**config.mk**
```make
export PLATFORM = sky130hd
export DESIGN_NAME = uart_tx_serializer
export DESIGN_NICKNAME = d
export VERILOG_FILES = /design/src/rtl/uart_tx_serializer.sv
export SDC_FILE = /design/constraint.sdc
export NUM_CORES = 1
export LEC_CHECK = 0
export CAP_MARGIN = 25
export CORE_ASPECT_RATIO = 1.75
export CORE_MARGIN = 1.5
export CORE_UTILIZATION = 35
export CTS_CLUSTER_DIAMETER = 50
export DETAILED_ROUTE_END_ITERATION = 8
export GPL_ROUTABILITY_DRIVEN = 0
export MAX_ROUTING_LAYER = met4
export SKIP_LAST_GASP = 1
export SLEW_MARGIN = 10
export SYNTH_ARGS = -nofsm -noshare
export SYNTH_HDL_FRONTEND = slang
export SYNTH_SLANG_ARGS = --single-unit
```
**constraint.sdc**
```tcl
create_clock -name clock_100 -period 2.2 [get_ports clock_100]
set_clock_uncertainty 0.2 [all_clocks]
set_input_delay 0.66 -clock clock_100 [delete_from_list [all_inputs] [get_ports clock_100]]
set_output_delay 0.66 -clock clock_100 [all_outputs]
set_load 0.005 [all_outputs]
```
**src/rtl/uart_tx_serializer.sv**
```systemverilog
// uart_tx_serializer: UART frame transmitter (start, LSB-first data, stop) paced by an
// asynchronous baud reference that is synchronised and edge-detected on clock_100.
module uart_tx_serializer #(
    parameter int DATA_BITS     = 8,
    parameter int STOP_BITS     = 1,
    parameter int TICKS_PER_BIT = 72
) (
    input  logic                 clock_100,
    input  logic                 reset_n,
    input  logic                 baud_clk,
    input  logic [DATA_BITS-1:0] tx_data,
    input  logic                 tx_valid,
    output logic                 tx_ready,
    output logic                 tx,
    output logic                 busy
);
    localparam int TW = TICKS_PER_BIT > 1 ? $clog2(TICKS_PER_BIT) : 1;
    localparam int BW = $clog2(DATA_BITS);
    typedef enum logic [1:0] {IDLE, START, DATA, STOP} state_t;
    state_t               state;
    logic                 s1, s2, s3;
    logic [TW-1:0]        tick_cnt;
    logic [BW-1:0]        bit_cnt;
    logic [DATA_BITS-1:0] shift;
    logic                 tick, bit_end, last_data, last_stop;
    assign tick      = s2 & ~s3;
    assign bit_end   = tick && tick_cnt == TW'(TICKS_PER_BIT - 1);
    assign last_data = bit_cnt == BW'(DATA_BITS - 1);
    assign last_stop = bit_cnt == BW'(STOP_BITS - 1);
    always_ff @(posedge clock_100 or negedge reset_n) begin
        if (!reset_n) begin
            s1 <= 1'b0;
            s2 <= 1'b0;
            s3 <= 1'b0;
        end else begin
            s1 <= baud_clk;
            s2 <= s1;
            s3 <= s2;
        end
    end
    // a tick coinciding with accept is dropped because the FSM is still in IDLE then
    always_ff @(posedge clock_100 or negedge reset_n) begin
        if (!reset_n) begin
            state    <= IDLE;
            tx       <= 1'b1;
            tx_ready <= 1'b1;
            busy     <= 1'b0;
            tick_cnt <= '0;
            bit_cnt  <= '0;
            shift    <= '0;
        end else begin
            if (state != IDLE && tick)
                tick_cnt <= bit_end ? '0 : tick_cnt + 1'b1;
            case (state)
                IDLE: if (tx_valid && tx_ready) begin
                    state    <= START;
                    shift    <= tx_data;
                    tick_cnt <= '0;
                    bit_cnt  <= '0;
                    tx       <= 1'b0;
                    tx_ready <= 1'b0;
                    busy     <= 1'b1;
                end
                START: if (bit_end) begin
                    state <= DATA;
                    tx    <= shift[0];
                end
                DATA: if (bit_end) begin
                    shift   <= shift >> 1;
                    bit_cnt <= last_data ? '0 : bit_cnt + 1'b1;
                    state   <= last_data ? STOP : DATA;
                    tx      <= last_data ? 1'b1 : shift[1];
                end
                STOP: if (bit_end) begin
                    bit_cnt <= last_stop ? '0 : bit_cnt + 1'b1;
                    if (last_stop) begin
                        state    <= IDLE;
                        tx_ready <= 1'b1;
                        busy     <= 1'b0;
                    end
                end
                default: state <= IDLE;
            endcase
        end
    end
endmodule

```
# --- Word-level counts from Yosys, hierarchy flattened ---
# Cells that the tools add are included.
totals:
  register_bits: 26
  elab_cells: 71
  input_bits: 12
classes:
  n_addsub: 2
  mux: 32
  n_bitwise: 2
  n_reduce_logical: 15
  n_eq_ne: 10
op_table:
  columns: ["cell", "count"]
  rows:
  - ["$mux W7", 4]
  - ["$mux W8", 2]
  - ["$pmux W8 S2", 1]
  - ["$mux W3", 5]
  - ["$reduce_and A4 Y1", 3]
  - ["$mux W1", 10]
  - ["$mux W2", 5]
  - ["$ne A2 B2 Y1 const B", 5]
  - ["$pmux W3 S3", 1]
  - ["$pmux W2 S4", 1]
  - ["$add A7 B1 Y7 const B", 1]
  - ["$eq A7 B7 Y1 const B", 1]
  - ["$reduce_bool A2 Y1", 3]
  - ["$reduce_bool A3 Y1", 2]
  - ["$reduce_and A5 Y1", 1]
  - ["$eq A2 B2 Y1 const B", 2]
  - ["$pmux W1 S2", 2]
  - ["$add A3 B1 Y3 const B", 1]
  - ["$eq A3 B3 Y1 const B", 1]
  - ["$logic_and A1 B1 Y1", 3]
  - ["$logic_not A3 Y1", 1]
  - ["$pmux W1 S3", 1]
  - ["$reduce_and A3 Y1", 1]
  - ["$eq A2 B1 Y1 const B", 1]
  - ["other kinds (3)", 3]

# --- Logic depth before layout (Yosys ltp) ---
# Gate-level depths: netlist of run 1.
depth:
  depth_word: 7
  mapped_depth: 7
  ltp_nobuf: 6

# --- Worst setup path after synthesis of run 1 ---
# Ideal clock, no wire load.
synth_timing:
  path_type: "register to register"
  startpoint: "register state[0]"
  endpoint: "register bit_cnt[0]"
  path_slack_ns: 0.256
  t_arrival_ns: 1.617
  path_stages_with_launch: 5
  cell_sequence: "dfrtp_1 > ha_1 > or2_2 > a221oi_4 > mux2_1"
synth_via:
  elab_chain_len: 3
synth_lines:
  columns: ["item", "line_no", "text"]
  rows:
  - ["start: declaration", "20", "state_t state;"]
  - ["start signal: assignment", "71", "state <= last_data ? STOP : DATA;"]
  - ["$eq A2 B2 Y1 or $logic_not A2 Y1 (tied branches)", "54", "case (state)"]
  - ["$ne A2 B2 Y1 (no line) or $reduce_bool A3 Y1 (tied branches)", null, null]
  - ["$reduce_and A4 Y1 (no line)", null, null]
  - ["end signal: assignment", "70", "bit_cnt <= last_data ? '0 : bit_cnt + 1'b1;"]
  - ["end signal: assignment", "75", "bit_cnt <= last_stop ? '0 : bit_cnt + 1'b1;"]
  - ["end: declaration", "23", "logic [BW-1:0] bit_cnt;"]
# Several ways; a longest one is shown, not always the timed one.
# A chain may end at the register's enable or synchronous reset.

# --- Worst setup path in the final report of run 1 ---
layout_timing:
  startpoint: "register tx_ready"
  endpoint: "output tx_ready"
layout_lines:
  columns: ["item", "line_no", "text"]
  rows:
  - ["start: declaration", "13", "output logic tx_ready,"]
  - ["start signal: assignment", "46", "tx_ready <= 1'b1;"]
  - ["start signal: assignment", "61", "tx_ready <= 1'b0;"]
  - ["start signal: assignment", "78", "tx_ready <= 1'b1;"]
# No word-level cell between the ends.

==> implementation parameters, run 1 <==
Parameter                              Value

Routing
  Via-per-instance ratio    5.41
  ANT nets after route    0
  Routed wire length    roughly 3300 um
  Count of unresolved DRC violations after routing    0
  Via count    1185
  Number of detailed-routing iterations run before antenna repair    4
  Drt initial violations    23
  Routed wire length per instance    15.0 um

Floorplan
  Row count    30
  Die Wd    51.8 um
  Effective utilization at floorplan    37.0%
  Floorplan Core Area    3940 um^2
  Area enclosed by the die boundary    4580 um^2
  Vertical die dimension    88.4 um
  Number of ports placed on the die boundary    15

Run
  Number of max-cap violations    0

Timing
  Least-Margin Pin Slew    633 ps
  Final critical-path share of the clock period    98.4%
  Shortest clock period the worst path allows after layout    2160 ps
  Highest clock rate    462 MHz
  Number of setup violations in the final report    0
  RSZ-0062 raised after global routing    yes
  Hold violation count in the final report    0
  Rel. slew slack    57.4%
  Final number of max-transition violations    0

Global route
  Maximum number of pins on one net before global-route repair    27
  Number of global-route vias before repair    1274
  Initial antenna violation count    0
  Global-route wire length before repair    about 5600 um
  Grt ovf    0
  Total global routing track utilization    approximately 17%

Layout
  Non-Filler Cell Area, Final    1800 um^2
  Most frequent cells in the layout    24 x nor2_1, 24 x dfrtp_1, 13 x clkdlybuf4s50_1
  Fraction of layout cells with a size suffix above 1    16.4%
  Utilization after layout    45.6%
  Layout net count    192
  Synth-to-layout area growth    23.2%
  Count of antenna diodes in the layout    0

Placement
  Post-detailed-placement cell area    between 1500 and 2000 um^2
  Post-detailed-placement half-perimeter wirelength    about 2500 um
  Buffers added on ports    14

Worst setup path
  CP Capture Type    output pin
  Buf/Inv on CP    1
  Slowest Stage Delay on Critical Path    540 ps
  Cell family with the largest share of critical-path delay    flip-flops
  Critical path cell sequence    clkdlybuf4s50_1
  Critical Path Start Type    flip-flop
  Critical path type    flip-flop to output pin
  Critical path's slowest cell    dfstp_2
  Peak fanout along the critical path    2
  Data required time at the worst endpoint    roughly 1300 ps
  Critical Path AT    1300 ps

Clocking
  Number of levels the H-tree was split into    1
  Clock Sink Count    26
  Clk pin slew, worst setup/hold paths    90 ps
  Worst-case clock buffer depth    2
  Root Driver    clkbuf_8
  Clock buffers created by TritonCTS    3
  Clock insertion delay at the later pin of the skew report    between 200 and 300 ps
  Clock tree from TritonCTS    built

Synth
  Count of flip-flops with a built-in enable after synthesis    0
  Synthesis warning total    0
  Average size of a mapped cell    slightly above 10 um^2
  Syn Nets    around 160
  Prevailing post-synth register cell    dfrtp_1
  Gate Count Post-Synth    approximately 140
  Share of async-settable or async-resettable flops after synthesis    100%
  Share of the yosys chip area belonging to registers    44.8%
  Count of unique library cells instantiated by Yosys    39
  Total standard cell area after synthesis    1460 um^2
  Number of synthesized register bits    26

Pwr
  IR Drop Worst-Case VDD    667 uV
  Leakage power summed over all cells    0.813 nW
  Pwr Density    1220 nW/um^2

Outcome
  Status    finished, final reports clean

Worst hold path
  Worst Hold Class    flip-flop to flip-flop
==> path summary, 6_finish.rpt <==
check,start,to,slack (ps),depth (start not counted)
worst max-delay path,tx_ready,tx_ready,40,1
worst min-delay path,s1,s2,160,0
worst max register to register,state[0],bit_cnt[2],140,5
worst min register to register,s1,s2,160,0
max in group asynchronous,reset_n,tx_ready,960,2
min in group asynchronous,reset_n,state[0],540,2
==> per-stage QoR <==
stage | hold slack, ps | setup TNS (ps) | power [mW] | setup slack [ps] | std cells
CTS | 161 | 0 | 2.19 | 8.70 | 219
global placement | 139 | -921 | 1.80 | -126 | 214
detailed placement | 142 | -1410 | 1.85 | -186 | 214
finish | 156 | 0 | 2.19 | 35.5 | 219
floorplan | 131 | 0 | 1.51 | 256 | 144
global route | 166 | -20.0 | 2.37 | -13.6 | 219
==> layout make-up <==
type	instances	area, um^2
Fill cell	389	2150
Multi-Input combinational cell	109	776
Sequential cell	26	653
Timing Repair Buffer	25	225
Tap cell	48	60.1
Clock buffer	4	55.1
Inverter	7	26.3
==> layer usage <==
layer	part of all wire, %	vias to the layer above	global-route usage (%)
met4	2.2	0	8.61
li1	-	573	-
met3	2.9	5	2.03
met1	40	583	16.6
met2	55	24	32.1
met5	0	-	-
==> flip-flops by register name, summed over array words and instances, names as in the netlist, 2 cells and up <==
name,count
shift,8
tick_cnt,7
state,2
bit_cnt,3
==> repair_timing <==
action	CTS	global route
endpoints found under the setup margin	1	3
pin swaps	0	0
hold buffers	0	0
setup buffers	1	0
gates resized for setup	0	2
==> synth_stat cells, types with 2 or more instances <==
cell type / n / share of area, %
mux2_1: 2 / 1.5
a21oi_1: 4 / 1.4
nor3_1: 3 / 1.0
nand3_1: 2 / 0.69
a22o_1: 3 / 1.8
nand4_1: 2 / 0.86
and4bb_2: 3 / 2.6
dfstp_2: 2 / 3.6
a221oi_1: 2 / 1.2
a21boi_0: 3 / 1.5
nand2b_1: 2 / 0.86
xor2_1: 5 / 3.0
nor2_1: 24 / 6.2
o22ai_1: 9 / 3.9
inv_1: 7 / 1.8
nand2_1: 12 / 3.1
dfrtp_1: 24 / 41
ha_1: 8 / 6.9
buf_2: 2 / 0.69
o21ai_0: 6 / 2.1
==> logic make-up after synthesis <==
kind of cell,share of synthesized area (%)
mux,3.00
flops,44.8
simple gates,21.2
fa+ha+maj,6.87
compound gates,18.6
xor+xnor,3.00
buf+inv,2.49
==> power breakdown <==
group | total, mW | leakage [nW] | internal [mW] | switching (mW)
logic | 1.07 | 0.479 | 0.523 | 0.547
registers | 0.799 | 0.305 | 0.660 | 0.139
clock network | 0.321 | 0.0288 | 0.160 | 0.160
total | 2.19 | 0.813 | 1.34 | 0.847
Note: power is estimated with default switching activity, not from simulation.
==> inputs of run 2 (changes only) <==
- SLEW_MARGIN: 10 -> 20
==> results of run 2 <==
The final DEF is identical to that of run 1; final timing and power are the same.
